**src/rtl/riscv_pkg.sv**
```systemverilog
// rtl/riscv_pkg.sv - shared RV32I core constants, register indices and word types
package riscv_pkg;
    localparam int XLEN   = 32;
    localparam int NREGS  = 32;
    localparam int REG_AW = $clog2(NREGS);

    localparam logic [REG_AW-1:0] REG_ZERO = 5'd0;
    localparam logic [REG_AW-1:0] REG_RA   = 5'd1;
    localparam logic [REG_AW-1:0] REG_SP   = 5'd2;

    typedef logic [XLEN-1:0]   xword_t;
    typedef logic [REG_AW-1:0] reg_addr_t;
endpackage

```
**src/rtl/register_file_if.sv**
```systemverilog
// rtl/register_file_if.sv - register file read/write/debug port bundle
interface register_file_if #(
    parameter int XLEN = 32,
    parameter int AW   = 5
);
    logic [AW-1:0]   rs1_addr;
    logic [AW-1:0]   rs2_addr;
    logic [XLEN-1:0] rs1_data;
    logic [XLEN-1:0] rs2_data;
    logic            reg_write;
    logic [AW-1:0]   rd_addr;
    logic [XLEN-1:0] rd_data;
    logic [AW-1:0]   dbg_addr;
    logic [XLEN-1:0] dbg_data;

    modport master (
        output rs1_addr, rs2_addr, reg_write, rd_addr, rd_data, dbg_addr,
        input  rs1_data, rs2_data, dbg_data
    );

    modport slave (
        input  rs1_addr, rs2_addr, reg_write, rd_addr, rd_data, dbg_addr,
        output rs1_data, rs2_data, dbg_data
    );
endinterface

```
**src/rtl/regfile_read_port.sv**
```systemverilog
// rtl/regfile_read_port.sv - one read port: x0 mask, optional write forwarding, reset force-0
module regfile_read_port
    import riscv_pkg::*;
#(
    parameter int XLEN   = 32,
    parameter int AW     = 5,
    parameter int BYPASS = 0
) (
    input  logic            rst,
    input  logic [AW-1:0]   addr,
    input  logic [XLEN-1:0] stored,
    input  logic            wr_en,
    input  logic [AW-1:0]   wr_addr,
    input  logic [XLEN-1:0] wr_data,
    output logic [XLEN-1:0] data
);
    always_comb begin
        data = stored;
        if (BYPASS != 0 && wr_en && wr_addr == addr) begin
            data = wr_data;
        end
        // x0 masking last so a forwarded write to x0 can never leak through
        if (rst || addr == AW'(REG_ZERO)) begin
            data = '0;
        end
    end
endmodule

```
**src/rtl/register_file.sv**
```systemverilog
// rtl/register_file.sv - RV32I integer register file, two read ports, one write port, debug read
module register_file #(
    parameter int XLEN   = 32,
    parameter int NREGS  = 32,
    parameter int AW     = $clog2(NREGS),
    parameter int BYPASS = 0
) (
    input  logic             clk,
    input  logic             rst,
    register_file_if.slave   rf
);
    logic [XLEN-1:0] regs [NREGS];

    always_ff @(posedge clk) begin
        if (rst) begin
            for (int i = 0; i < NREGS; i++) begin
                regs[i] <= '0;
            end
        end else if (rf.reg_write && rf.rd_addr != '0) begin
            regs[rf.rd_addr] <= rf.rd_data;
        end
    end

    regfile_read_port #(.XLEN(XLEN), .AW(AW), .BYPASS(BYPASS)) u_rs1 (
        .rst     (rst),
        .addr    (rf.rs1_addr),
        .stored  (regs[rf.rs1_addr]),
        .wr_en   (rf.reg_write),
        .wr_addr (rf.rd_addr),
        .wr_data (rf.rd_data),
        .data    (rf.rs1_data)
    );

    regfile_read_port #(.XLEN(XLEN), .AW(AW), .BYPASS(BYPASS)) u_rs2 (
        .rst     (rst),
        .addr    (rf.rs2_addr),
        .stored  (regs[rf.rs2_addr]),
        .wr_en   (rf.reg_write),
        .wr_addr (rf.rd_addr),
        .wr_data (rf.rd_data),
        .data    (rf.rs2_data)
    );

    // debug view always shows committed state, so forwarding is tied off
    regfile_read_port #(.XLEN(XLEN), .AW(AW), .BYPASS(0)) u_dbg (
        .rst     (rst),
        .addr    (rf.dbg_addr),
        .stored  (regs[rf.dbg_addr]),
        .wr_en   (1'b0),
        .wr_addr ('0),
        .wr_data ('0),
        .data    (rf.dbg_data)
    );
endmodule

```
**src/flat_wrapper.sv**
```systemverilog
// flat-port wrapper written by rule: the top's interface ports become plain ports
module register_file_flat 
#(
    parameter int XLEN   = 32,
    parameter int NREGS  = 32,
    parameter int AW     = $clog2(NREGS),
    parameter int BYPASS = 0
)
  (clk, rst, rf_rs1_addr, rf_rs2_addr, rf_reg_write, rf_rd_addr, rf_rd_data, rf_dbg_addr, rf_rs1_data, rf_rs2_data, rf_dbg_data);
  register_file_if #(.XLEN(XLEN), .AW(AW)) rf_i ();
  input  logic clk;
  input  logic rst;
  input wire logic [$bits(rf_i.rs1_addr)-1:0] rf_rs1_addr;
  input wire logic [$bits(rf_i.rs2_addr)-1:0] rf_rs2_addr;
  input wire logic [$bits(rf_i.reg_write)-1:0] rf_reg_write;
  input wire logic [$bits(rf_i.rd_addr)-1:0] rf_rd_addr;
  input wire logic [$bits(rf_i.rd_data)-1:0] rf_rd_data;
  input wire logic [$bits(rf_i.dbg_addr)-1:0] rf_dbg_addr;
  output wire logic [$bits(rf_i.rs1_data)-1:0] rf_rs1_data;
  output wire logic [$bits(rf_i.rs2_data)-1:0] rf_rs2_data;
  output wire logic [$bits(rf_i.dbg_data)-1:0] rf_dbg_data;
  assign rf_i.rs1_addr = rf_rs1_addr;
  assign rf_i.rs2_addr = rf_rs2_addr;
  assign rf_i.reg_write = rf_reg_write;
  assign rf_i.rd_addr = rf_rd_addr;
  assign rf_i.rd_data = rf_rd_data;
  assign rf_i.dbg_addr = rf_dbg_addr;
  assign rf_rs1_data = rf_i.rs1_data;
  assign rf_rs2_data = rf_i.rs2_data;
  assign rf_dbg_data = rf_i.dbg_data;
  register_file #(.XLEN(XLEN), .NREGS(NREGS), .AW(AW), .BYPASS(BYPASS)) u_core (.clk(clk), .rst(rst), .rf(rf_i));
endmodule
```
**config.mk**
```make
export PLATFORM = sky130hd
export DESIGN_NAME = register_file_flat
export DESIGN_NICKNAME = d
export VERILOG_FILES = /design/src/rtl/riscv_pkg.sv /design/src/rtl/register_file_if.sv /design/src/rtl/regfile_read_port.sv /design/src/rtl/register_file.sv /design/src/flat_wrapper.sv
export SDC_FILE = /design/constraint.sdc
export NUM_CORES = 2
export LEC_CHECK = 0
export ABC_CLOCK_PERIOD_IN_PS = 3450
export CORE_MARGIN = 5
export CORE_UTILIZATION = 38
export DETAILED_ROUTE_END_ITERATION = 10
export GPL_TIMING_DRIVEN = 0
export PLACE_DENSITY = 0.57
export SETUP_SLACK_MARGIN = 0.3
export SLEW_MARGIN = 20
export SYNTH_ARGS = -nofsm -noshare
export SYNTH_HDL_FRONTEND = slang
export SYNTH_SLANG_ARGS = --single-unit
```
**constraint.sdc**
```tcl
create_clock -name clk -period 3.45 [get_ports clk]
set_clock_uncertainty 0.1 [all_clocks]
set_input_delay 0.69 -clock clk [delete_from_list [all_inputs] [get_ports clk]]
set_output_delay 0.69 -clock clk [all_outputs]
set_load 0.005 [all_outputs]
```
==> summary.txt <==
Power
  – PwrDens: 457 nW/µm²
  – Pleak: 0.0287 µW
  – Max IR drop VDD: 0.000471 V

Critical path
  – Crit path required time: 2660 ps
  – Critical path depth: 10
  – Crit path buffers/inverters: 6
  – Critical path endpoint category: primary output
  – Slowest cell delay on critical path: 480 ps
  – CP Class: in -> out
  – Crit path DAT: 2840 ps
  – Worst setup startpoint: rf_rs1_addr[1]
  – Delay-heaviest family, CP: buffers and inverters
  – Crit-path max FO: 8
  – Startpoint class of the critical path: primary input
  – Crit path to: rf_rs1_data[5]
  – Worst-path cell chain: buf_12 -> buf_16 -> buf_6 -> buf_16 -> buf_6 -> mux4_2 -> mux2_4 -> a221oi_4 -> a211oi_4 -> buf_2
  – Slowest CP cell: mux4_2

Synth
  – Top cell type by total area after synthesis: edfxtp_1
  – Largest family of logic cells by synthesized area: multiplexers
  – Cell variety after synth: 39
  – Ys flop type: edfxtp_1
  – Post-Synth Simple-Gate Area: 12.3%
  – Yosys top cell area share: 48.8%
  – Post-Syn Area: 63100 µm²
  – Complex-gate fraction of the synthesized area: 4.72%
  – Syn avg cell area: 14.4 µm²
  – Post-Synth Adder-Cell Area: 0%
  – Synth Instances: 4381
  – Seq cells post-synth: 1024
  – Seq/Total Area, Yosys: 48.8%
  – Syn. warnings: 0
  – Synth area leaders: edfxtp_1, mux4_2, and2_1, mux2i_1, clkbuf_1
  – Xor/xnor share of the synthesized area: 0%
  – Top-count cell post-synth: edfxtp_1
  – Async S/R FF share, synth: 0%
  – EDFF count, synth: 1024
  – Mux cell area share after synthesis: 30.8%
  – Commonest cells post-synth: edfxtp_1, and2_1, mux4_2

STA
  – Final slew viol count: 0
  – Rel. slew slack: 18.2%
  – Final worst slack: -181 ps
  – Final Hold Vio Count: 0
  – Min Hold Slack: 655 ps
  – RSZ-0062 raised after global routing: true
  – Final Cycle Share: 105%
  – Min cycle time layout: 3630 ps
  – Fmax achieved: 275 MHz
  – Setup_tns: -4430 ps
  – Slew @ Worst Pin: 1230 ps
  – Setup violators final: 63

Clock tree
  – CTS tree: yes
  – Clk sink count: 1024
  – Hold-fix buffers, CTS: 0
  – CTS H-Tree Depth: 3
  – Max Buffers Root-to-Sink: 3
  – Root buffer selected by CTS: clkbuf_16
  – Cts bufs inserted: 119
  – Clock-pin slew on the worst setup and hold paths: 60 ps

GRT
  – Antenna violations before repair: 17
  – M3 GR Usage: 14.8%
  – Routing usage on met1: 44.2%
  – Largest net degree at the start of global routing: 33
  – Vias in the first global route: 47200
  – Grt met2 use: 53.4%
  – First-pass GRT wire length: 424 mm
  – GRT Total Usage: 36.2%
  – Total congestion overflow: 0
  – Layer with the highest usage: met2

Floorplan
  – Total die area: 174000 µm²
  – Die Y: 417 µm
  – Initial Util: 38.2%
  – Die width: 417 µm
  – IO Count: 151
  – Site Rows: 149
  – Core Area: 165000 µm²

Status
  – Failing checks: negative setup slack
  – Status: finished with violations

Detailed routing
  – Via density: 6.82
  – Vias: 49500
  – DRC violations left: 0
  – Wire per inst: 45.2 µm
  – 1st-pass router iterations: 8
  – Aggregate routed wire length: 328 mm
  – Post-detailed-route count of antenna-violating nets: 0
  – DRT iter0 DRCs: 9180

Final layout
  – Max FFs per register: 1024
  – Reg with most FFs: u_core.regs
  – Finished Layout Cells: 7253
  – Util after Layout: 48.6%
  – Layout overhead on the synthesized area: 27.1%
  – Biggest regs: u_core.regs (1024)
  – Fill cells: 14000
  – Final #Nets: 5010
  – Share of cells above drive strength 1: 38.1%

Place
  – Gp weighted congestion: 1.02
  – Place WS: -2900 ps
  – Post-DP HPWL: 225 mm
  – I/O Buffers: 142
  – Cell Count Post-Placement: 6754

Job
  – Maxcap violations: 0

Worst hold path
  – HP Class: in -> reg
  – Hold Path Stages: 2
[power by group]
part           leakage [µW]  internal, µW  switching, µW
Sequential          0.00975         14400            579
Clock               0.00204          8400           5810
Combinational        0.0169          3110           4310
[worst min path at each step]
stage | endpoint | slack [ps] | from
after floorplan | u_core.regs[1][31] | 790 | rf_rd_data[31]
after global placement | u_core.regs[6][8] | 1390 | rf_rd_data[8]
after detailed placement | u_core.regs[6][8] | 1410 | rf_rd_data[8]
after CTS | u_core.regs[6][15] | 610 | rf_rd_data[15]
after global routing | u_core.regs[6][8] | 650 | rf_rd_data[8]
final | u_core.regs[6][15] | 650 | rf_rd_data[15]
[cell families after synthesis]
logic type,Yosys count
and+or+nand+nor,1313
DFF,1024
other,1
muxes,1192
AOI/OAI and AO/OA,361
buffers and inverters,490
[per-stage QoR]
stage,power (µW),area [µm²]
6_report,36600,80100
5_1_grt,37000,80100
4_1_cts,35900,78500
3_5_place_dp,20900,67600
3_3_place_gp,20900,67300
2_1_floorplan,18100,63200
[cells in the final DEF, fill, tap and decap left out, types with 34 or more instances in the layout]
master           instances
edfxtp_1              1024
clkbuf_16              140
nand2_1                 88
buf_8                   38
clkbuf_1               204
mux2i_4                 39
mux2i_1                435
mux4_2                 592
buf_4                  186
buf_12                  84
and2_1                 999
a22oi_1                 40
clkbuf_4                42
mux2i_2                 54
buf_2                  103
nand3_1                 64
clkbuf_8                34
mux2_4                  65
o221ai_2                41
a21oi_1                 45
buf_16                  47
clkdlybuf4s50_1         38
buf_6                  104
o221ai_1                38
[final cells by class]
| type | count | area (µm²) | area share, % |
|---|---|---|---|
| sequential | 1024 | 30700 | 38.4 |
| clock buffer | 139 | 3140 | 3.92 |
| tap | 2189 | 2740 | 3.42 |
| antenna | 9 | 22.5 | 0.0281 |
| multi-input combinational | 2906 | 33400 | 41.6 |
| clock inverter | 82 | 1080 | 1.34 |
| timing repair buffer | 414 | 4120 | 5.14 |
| inverter | 1 | 7.51 | 0.00937 |
| buffer | 489 | 4920 | 6.14 |
[layer usage]
layer  share of wire (%)  wire length (µm)
met4                 8.3             27300
met3                  14             47500
met1                  35            113000
met2                  43            140000
met5               0.034               110
[what timing repair did]
action,CTS,global route
setup buffers,158,86
hold endpoints to repair,0,0
gates cloned,14,10
setup endpoints to repair,668,539
pin swaps,120,96
resized for setup,1670,211
No activity file was read; power rests on OpenSTA's default activity.
